--- src/rtl/race_pkg.sv ---
// Shared definitions for the racing game flow controller: FSM state
// encodings and the widths/limits of score, level and velocity.
package race_pkg;

    localparam int VEL_W   = 4;
    localparam int LEVEL_W = 4;
    localparam int SCORE_W = 14;

    localparam logic [SCORE_W-1:0] SCORE_MAX = 14'd9999;
    localparam logic [LEVEL_W-1:0] LEVEL_MAX = 4'd15;

    typedef enum logic [2:0] {
        ST_IDLE      = 3'd0,
        ST_COUNTDOWN = 3'd1,
        ST_RUN       = 3'd2,
        ST_CRASH     = 3'd3,
        ST_GAMEOVER  = 3'd4
    } race_state_e;

endpackage

--- src/rtl/frame_tick_gen.sv ---
// Frame tick generator: registers the active-low VGA vsync level twice and
// emits a one-cycle tick when the sampled value goes from 1 to 0, so there
// is exactly one tick per frame.
module frame_tick_gen (
    input  logic iVGA_CLK,
    input  logic reset_game,
    input  logic iVsync,
    output logic oTick
);

    logic vsync_cur;
    logic vsync_prev;

    // Two-stage vsync sample: current and previous registered values.
    always_ff @(posedge iVGA_CLK) begin
        if (reset_game) begin
            vsync_cur  <= 1'b0;
            vsync_prev <= 1'b0;
        end else begin
            vsync_cur  <= iVsync;
            vsync_prev <= vsync_cur;
        end
    end

    assign oTick = vsync_prev & ~vsync_cur;

endmodule

--- src/rtl/race_game_ctrl.sv ---
// Game-flow controller for the racing game. Sequences the obstacle movers
// (move strobe, velocity, clear request), tracks score and speed level and
// runs the IDLE/COUNTDOWN/RUN/CRASH/GAMEOVER state machine.
// Optional build macro SPEED_RAMP_EN: when defined, every PASS_PER_LEVEL
// obstacles passed in RUN raise the level and the velocity; when undefined
// the level stays 0 and the velocity stays at VEL_INIT.
module race_game_ctrl
    import race_pkg::*;
#(
    parameter int unsigned FRAME_DIV        = 1,
    parameter int unsigned VEL_INIT         = 2,
    parameter int unsigned VEL_MAX          = 8,
    parameter int unsigned PASS_PER_LEVEL   = 10,
    parameter int unsigned COUNTDOWN_FRAMES = 180,
    parameter int unsigned CRASH_FRAMES     = 120
) (
    input  logic                iVGA_CLK,
    input  logic                reset_game,
    input  logic                iStart,
    input  logic                iVsync,
    input  logic                iCollision,
    input  logic                iObs_passed,
    output logic [2:0]          oState,
    output logic                oMove_stb,
    output logic [VEL_W-1:0]    oVel,
    output logic                oObs_clear,
    output logic [SCORE_W-1:0]  oScore,
    output logic [LEVEL_W-1:0]  oLevel,
    output logic                oBlink
);

    localparam logic [7:0]       DIV_N   = 8'(FRAME_DIV);
    localparam logic [7:0]       CD_N    = 8'(COUNTDOWN_FRAMES);
    localparam logic [7:0]       CRASH_N = 8'(CRASH_FRAMES);
    localparam logic [VEL_W-1:0] VEL_START = VEL_W'(VEL_INIT);

    // Parameter range guard: an out-of-range configuration elaborates this
    // empty block, which makes a bad override easy to spot in the hierarchy.
    if (PASS_PER_LEVEL < 1 || PASS_PER_LEVEL > 255 ||
        VEL_MAX < VEL_INIT || VEL_MAX > 15) begin : g_cfg_out_of_range
    end

    race_state_e        state, state_n;
    logic [7:0]         frame_cnt, frame_cnt_n, frame_inc;
    logic [7:0]         div_cnt, div_cnt_n, div_inc;
    logic [SCORE_W-1:0] score_q, score_n;
    logic [LEVEL_W-1:0] level_q, level_n;
    logic [VEL_W-1:0]   vel_q, vel_n;
    logic               blink_n;
    logic               move_stb_n;
    logic               clear_n;
    logic               restart;
    logic               start_q;
    logic               start_ev;
    logic               tick;

`ifdef SPEED_RAMP_EN
    localparam logic [7:0]       PASS_N   = 8'(PASS_PER_LEVEL);
    localparam logic [VEL_W-1:0] VEL_CEIL = VEL_W'(VEL_MAX);
    logic [7:0] pass_cnt, pass_cnt_n, pass_inc;
`endif

    frame_tick_gen u_tick (
        .iVGA_CLK   (iVGA_CLK),
        .reset_game (reset_game),
        .iVsync     (iVsync),
        .oTick      (tick)
    );

    // Start button edge register; a held button gives a single event.
    always_ff @(posedge iVGA_CLK) begin
        if (reset_game) begin
            start_q <= 1'b0;
        end else begin
            start_q <= iStart;
        end
    end

    assign start_ev = iStart & ~start_q;

    // Next-state, counter and output computation for the game FSM.
    always_comb begin
        state_n     = state;
        frame_cnt_n = frame_cnt;
        div_cnt_n   = div_cnt;
        score_n     = score_q;
        level_n     = level_q;
        vel_n       = vel_q;
        blink_n     = oBlink;
        move_stb_n  = 1'b0;
        restart     = 1'b0;
        frame_inc   = frame_cnt + 8'd1;
        div_inc     = div_cnt + 8'd1;
`ifdef SPEED_RAMP_EN
        pass_cnt_n  = pass_cnt;
        pass_inc    = pass_cnt + 8'd1;
`endif

        case (state)
            ST_IDLE: begin
                blink_n = 1'b0;
                restart = start_ev;
            end
            ST_COUNTDOWN: begin
                if (tick) begin
                    if (frame_inc == CD_N) begin
                        state_n     = ST_RUN;
                        frame_cnt_n = 8'd0;
                        div_cnt_n   = 8'd0;
                    end else begin
                        frame_cnt_n = frame_inc;
                    end
                end
            end
            ST_RUN: begin
                if (iCollision) begin
                    // Collision wins: any same-cycle strobe or pass is dropped.
                    state_n     = ST_CRASH;
                    frame_cnt_n = 8'd0;
                    div_cnt_n   = 8'd0;
                    blink_n     = 1'b1;
`ifdef SPEED_RAMP_EN
                    pass_cnt_n  = 8'd0;
`endif
                end else begin
                    if (tick) begin
                        if (div_inc == DIV_N) begin
                            move_stb_n = 1'b1;
                            div_cnt_n  = 8'd0;
                        end else begin
                            div_cnt_n  = div_inc;
                        end
                    end
                    if (iObs_passed) begin
                        if (score_q != SCORE_MAX) begin
                            score_n = score_q + 14'd1;
                        end
`ifdef SPEED_RAMP_EN
                        if (pass_inc == PASS_N) begin
                            pass_cnt_n = 8'd0;
                            if (level_q != LEVEL_MAX) begin
                                level_n = level_q + 4'd1;
                            end
                            if (vel_q != VEL_CEIL) begin
                                vel_n = vel_q + 4'd1;
                            end
                        end else begin
                            pass_cnt_n = pass_inc;
                        end
`endif
                    end
                end
            end
            ST_CRASH: begin
                if (tick) begin
                    if (frame_inc == CRASH_N) begin
                        state_n     = ST_GAMEOVER;
                        frame_cnt_n = 8'd0;
                        blink_n     = 1'b0;
                    end else begin
                        frame_cnt_n = frame_inc;
                        if (frame_inc[2:0] == 3'd0) begin
                            blink_n = ~oBlink;
                        end
                    end
                end
            end
            ST_GAMEOVER: begin
                blink_n = 1'b0;
                restart = start_ev;
            end
            default: begin
                state_n     = ST_IDLE;
                frame_cnt_n = 8'd0;
                div_cnt_n   = 8'd0;
                blink_n     = 1'b0;
            end
        endcase

        // New game: everything returns to its initial value.
        if (restart) begin
            state_n     = ST_COUNTDOWN;
            frame_cnt_n = 8'd0;
            div_cnt_n   = 8'd0;
            score_n     = '0;
            level_n     = '0;
            vel_n       = VEL_START;
            blink_n     = 1'b0;
`ifdef SPEED_RAMP_EN
            pass_cnt_n  = 8'd0;
`endif
        end

        clear_n = (state_n == ST_IDLE) || (state_n == ST_COUNTDOWN);
    end

    // State, counter and output registers.
    always_ff @(posedge iVGA_CLK) begin
        if (reset_game) begin
            state      <= ST_IDLE;
            frame_cnt  <= 8'd0;
            div_cnt    <= 8'd0;
            score_q    <= '0;
            level_q    <= '0;
            vel_q      <= VEL_START;
            oBlink     <= 1'b0;
            oMove_stb  <= 1'b0;
            oObs_clear <= 1'b1;
`ifdef SPEED_RAMP_EN
            pass_cnt   <= 8'd0;
`endif
        end else begin
            state      <= state_n;
            frame_cnt  <= frame_cnt_n;
            div_cnt    <= div_cnt_n;
            score_q    <= score_n;
            level_q    <= level_n;
            vel_q      <= vel_n;
            oBlink     <= blink_n;
            oMove_stb  <= move_stb_n;
            oObs_clear <= clear_n;
`ifdef SPEED_RAMP_EN
            pass_cnt   <= pass_cnt_n;
`endif
        end
    end

    assign oState = state;
    assign oScore = score_q;
    assign oLevel = level_q;
    assign oVel   = vel_q;

endmodule

--- config.mk ---
export PLATFORM = sky130hd
export DESIGN_NAME = race_game_ctrl
export DESIGN_NICKNAME = d
export VERILOG_FILES = /design/src/rtl/race_pkg.sv /design/src/rtl/frame_tick_gen.sv /design/src/rtl/race_game_ctrl.sv
export SDC_FILE = /design/constraint.sdc
export NUM_CORES = 1
export LEC_CHECK = 0
export ABC_CLOCK_PERIOD_IN_PS = 2800
export CORE_ASPECT_RATIO = 0.7
export CORE_MARGIN = 1
export CORE_UTILIZATION = 30
export DETAILED_ROUTE_END_ITERATION = 10
export GPL_ROUTABILITY_DRIVEN = 1
export GPL_TIMING_DRIVEN = 0
export PLACE_DENSITY_LB_ADDON = 0.05
export SYNTH_ARGS = -nofsm -noshare
export SYNTH_HDL_FRONTEND = slang
export SYNTH_SLANG_ARGS = --single-unit
--- constraint.sdc ---
create_clock -name iVGA_CLK -period 2.8 [get_ports iVGA_CLK]
set_input_delay 0.56 -clock iVGA_CLK [delete_from_list [all_inputs] [get_ports iVGA_CLK]]
set_output_delay 0.56 -clock iVGA_CLK [all_outputs]
set_load 0.1 [all_outputs]
# Word level (Yosys, flattened, before mapping)
# Cells that the tools add are included.
[totals] regBits=39 wordCells=77
[op_classes] addsub=3 eq_ne=15 reduce_logical=12 bitwise_logic=11 mux=26
[ops] operator="2-to-1 mux 8 bit" count=10
[ops] operator="one-hot mux 8 bit (4 select lines)" count=1
[ops] operator="one-hot mux 8 bit (3 select lines)" count=1
[ops] operator="2-to-1 mux 3 bit" count=6
[ops] operator="adder 8 x 1 -> 8 bit, second input constant" count=2
[ops] operator="AND reduction 4 bit" count=4
[ops] operator="adder 14 x 1 -> 14 bit, second input constant" count=1
[ops] operator="inequality test 14 bit, second input constant" count=1
[ops] operator="one-hot mux 3 bit (4 select lines)" count=1
[ops] operator="logical NOT 3 bit" count=3
[ops] operator="inverter 1 bit" count=9
[ops] operator="equality test 8 x 1 -> 1 bit, second input constant" count=1
[ops] operator="equality test 8 x 7 -> 1 bit, second input constant" count=1
[ops] operator="equality test 8 bit, second input constant" count=1
[ops] operator="inequality test 2 bit, second input constant" count=4
[ops] operator="equality test 3 x 1 -> 1 bit, second input constant" count=2
[ops] operator="equality test 3 x 2 -> 1 bit, second input constant" count=2
[ops] operator="2-to-1 mux 1 bit" count=6
[ops] operator="inequality test 3 bit, second input constant" count=2
[ops] operator="OR reduction 2 bit" count=2
[ops] operator="OR reduction 4 bit" count=1
[ops] operator="equality test 3 bit, second input constant" count=1
[ops] operator="one-hot mux 1 bit (3 select lines)" count=1
[ops] operator="OR reduction 3 bit" count=1
[ops] operator="2 further kinds" count=3

# Depth between registers and ports, before layout
# Gate-level depths: netlist (run 1).
[depth] word_depth=8 ltp_mapped=7

# Cells and area by module
# A second synthesis (run 1) with hierarchy kept.
[unflattened] hier_cells=274 area_unflattened_um2=2233.4
[by_module_without_submodules] module="race_game_ctrl" seq_area_each_um2=740.7 cells_per_inst=269 instances=1 area_each_um2=2172.1
[by_module_without_submodules] module="frame_tick_gen" seq_area_each_um2=40.0 cells_per_inst=5 instances=1 area_each_um2=61.3

# Worst setup path before layout (run 1)
# OpenSTA, ideal clock, no wires.
[synth_path] path_kind="reg2reg" startpoint="reg state[1] (netlist: oState[1])" endpoint="reg div_cnt[7]" required_ns=2.730 arrival_time_ns=2.518 slack_ns=0.212 synth_period_minus_slack_ns=2.588 path_stages_with_launch=8 setup_time_ns=0.070 path_cell_list="dfxtp_1 > clkbuf_8 > or4b_1 > clkbuf_2 > nor2_1 > nand4_1 > or3_2 > a21oi_1"
[synth_via] elab_chain_len=4 word_cells_on_any_way=15
[synth_rtl] item="from (decl)" line="race_game_ctrl.sv:43" rtl="race_state_e state, state_n;"
[synth_rtl] item="from (signal assigned)" line="race_game_ctrl.sv:213" rtl="state <= state_n;"
[synth_rtl] item="equality test 3 x 2 -> 1 bit, or another cell as far along" line="race_game_ctrl.sv:99" rtl="case (state)"
[synth_rtl] item="OR reduction 3 bit (no source line) / OR reduction 2 bit (equally long branches)"
[synth_rtl] item="inverter 1 bit (no source line) / 2-to-1 mux 1 bit (equally long branches)"
[synth_rtl] item="AND reduction 4 bit (no source line) / OR reduction 2 bit (equally long branches)"
[synth_rtl] item="to (signal assigned)" line="race_game_ctrl.sv:215" rtl="div_cnt <= div_cnt_n;"
[synth_rtl] item="to (decl)" line="race_game_ctrl.sv:45" rtl="logic [7:0] div_cnt, div_cnt_n, div_inc;"
# Parallel ways exist; a longest one is shown, timed or not.
# A chain may end at the register's enable or synchronous reset.

# Final worst setup path (run 1)
[layout_path] startpoint="reg state[0] (netlist: oState[0])" endpoint="out oState[0]"
[layout_rtl] item="to (decl)" line="race_game_ctrl.sv:23" rtl="output logic [2:0] oState,"
# No word-level cell between the ends.

==> qor.yml, run 1 <==
drt:
  drt-met1-wl_mm: 3.46
  met2RoutedLength_mm: 2.13
  vias_per_cell: 5.08
  first_iter_violations: 145
  wl_per_cell_um: 14.2
  dr.pass1.iters: 4
  wl_mm: 5.94
  top_layer_used: "met4"
  route.met3.wl_um: 289
  ant_nets: 0
  drt_drc_violations_left: 0
  vias: 2119
timing:
  worst_pin_slew_ns: 0.972
  rsz0062_at_grt: "no"
  drv_slew: 0
  fin_ws_ns: 0.301
  clock-skew-final_ns: 0.00598
  hold_violations: 0
  max_slew_margin_pct: 35.0
  fmax_mhz: 400
  setup_viol: 0
  min_period_ns: 2.50
  post-route-period-util_pct: 89.3
worst_hold_path:
  worstHoldStart: "u_tick.vsync_cur$_SDFF_PP0_"
  hold_path_class: "reg2reg"
floorplan:
  die_w_um: 107
  core.rowCount: 26
  die_y_um: 75.2
  initial_core_util_pct: 31.2
  core-area_mm2: 0.00735
  die-area_mm2: 0.00800
  ioPinCount: 34
setup_path:
  r2r_start: "frame_cnt[0]$_SDFFE_PP0P_"
  crit_start: "oState[0]$_SDFF_PP0_"
  cp-end-kind: "output pin"
  cp-start-kind: "register"
  cp_slowest_cell: "clkdlybuf4s50_1"
  crit_path_max_incr_delay_ns: 1.18
  critPathBufInv: 1
  crit_family: "buffers and inverters"
  crit_fanout: 5
  cp_cell_sequence: "clkdlybuf4s50_1"
  crit_type: "reg2out"
  critical_path_required_ns: 2.24
  cp.arrival_ns: 1.94
pwr:
  leakagePower_nw: 0.907
  ir_drop_mv: 0.148
  power_density_mw_per_mm2: 420
finish:
  final_nets: 329
  drive_gt1_share_pct: 10.7
  stdcell_count: 417
  fillers: 777
  fin_area_mm2: 0.00279
  area_delta_synth_final_pct: 21.5
  diodes: 0
clock_tree:
  h-tree-depth: 2
  cts_tree: "done"
  post_cts_buffers: 0
  holdBufCountCts: 0
  cts_sinks: 39
  worstSkewPairLatency_ns: 0.30
  cts_made_buffers: 5
  clockBufferDepth: 2
  cts_resized: 0
  clk_pin_slew_ns: 0.08
  cts_root_buffer: "clkbuf_8"
synthesis:
  synth.distinct_cells: 53
  ys_seq_area_share_pct: 34.0
  synth_top_area_cell: "dfxtp_1"
  synth-seq-cells: 39
  syn_inst: 280
  syn_avg_cell_area_um2: 8.19
  ys_top_cells_by_count: "39 x dfxtp_1, 24 x nor2_1, 23 x nand2_1"
  synth_edf_count: 0
  ys.flop_type: "dfxtp_1"
  async_flop_share_pct: 0
  synth.most_common_cell: "dfxtp_1"
  synthTopCellsByArea: "dfxtp_1 34%, xnor2_1 5.0%, nor2_1 3.9%"
  syn-cell-area_mm2: 0.00229
  yosys_warnings: 0
  synth_top_area_share_pct: 34.0
place:
  hpwlAfterDp_mm: 4.31
  dp_cells: 408
  place.gp.congestion: 0.796
  port-buffer-count: 24
  place_ws_ns: 0.0623
  place_area_mm2: 0.00268
grt:
  overflow: 0
  antenna_found_initial: 0
  grt_pass1_wl_mm: 9.65
  grt_max_degree: 12
  grt_pass1_vias: 1803
  grt_use_total_pct: 15.9
status:
  outcome: "finished clean"
run:
  cap_violations: 0
-- routing by layer --
layer / GRT usage (%) / vias up
li1: - / 1081
met1: 25.4 / 981
met2: 20.3 / 52
met3: 3.55 / 5
met4: 4.57 / 0
met5: 0 / -
-- path summary, 6_finish.rpt --
kind         slack [ns]                            to  cells after the start
min reg2reg        0.49  u_tick.vsync_prev$_SDFF_PP0_                      1
max                0.30                     oState[0]                      1
max reg2reg        0.46       div_cnt[5]$_SDFFE_PP0P_                      6
min                0.49  u_tick.vsync_prev$_SDFF_PP0_                      1
-- placed cells by master, fill, tap and decap left out, types with 10 or more instances in the layout --
master,n
a21oi_1,15
a31oi_1,10
clkbuf_8,11
clkdlybuf4s50_1,24
dfxtp_1,39
inv_1,10
nand2_1,23
nand3_1,15
nand4_1,12
nor2_1,24
or3_1,10
xnor2_1,13
-- registers in the layout, indices dropped and copies added (netlist names) --
name and flops:
u_tick.vsync_prev 1, div_cnt 8, start_q 1, frame_cnt 8, oObs_clear 1, oBlink 1
oMove_stb 1, u_tick.vsync_cur 1, oScore 14, oState 3
-- cells by family after synthesis --
kind of cell    Yosys count  synth area share, %
compound gates           54                 15.3
xor+xnor                 14                 5.35
fa+ha+maj                 5                 2.73
buf+inv                  32                 9.38
flops                    39                 34.0
mux                       1                0.436
other cells               2                0.327
simple gates            133                 32.5
-- stage by stage --
step / utilization (%) / setup TNS, ns / total power [mW] / hold WS (ns)
CTS: 37.8 / 0 / 1.18 / 0.490
detailed placement: 36.4 / 0 / 0.744 / 0.473
global route: 37.9 / 0 / 1.22 / 0.497
floorplan: - / 0 / 0.708 / 0.452
global placement: 36.4 / -0.0472 / 0.746 / 0.476
finish: 37.9 / 0 / 1.17 / 0.487
-- layout make-up --
cell class              instances  area, µm²  share of cell area [%]
plain buffers                  22        178                    6.38
inverters                      10       37.5                    1.35
clock buffers                   8        100                    3.59
flip-flops and latches         39        781                    28.0
multi-input cells             215       1320                    47.4
repair buffers                 25        248                    8.89
well taps                      98        123                    4.40
-- power breakdown --
group	switching [mW]	internal, mW
Clock	0.214	0.225
Sequential	0.00530	0.559
Combinational	0.124	0.0438
Note: power is estimated with default switching activity, not from simulation.
==> inputs of run 2 (changes only) <==
CAP_MARGIN = 30   (was unset)
==> results of run 2 <==
The final DEF is identical to that of run 1; final timing and power are the same.
==> inputs of run 3 (changes only) <==
SLEW_MARGIN = 20   (was unset)
==> results of run 3 <==
The final DEF is identical to that of run 1; final timing and power are the same.
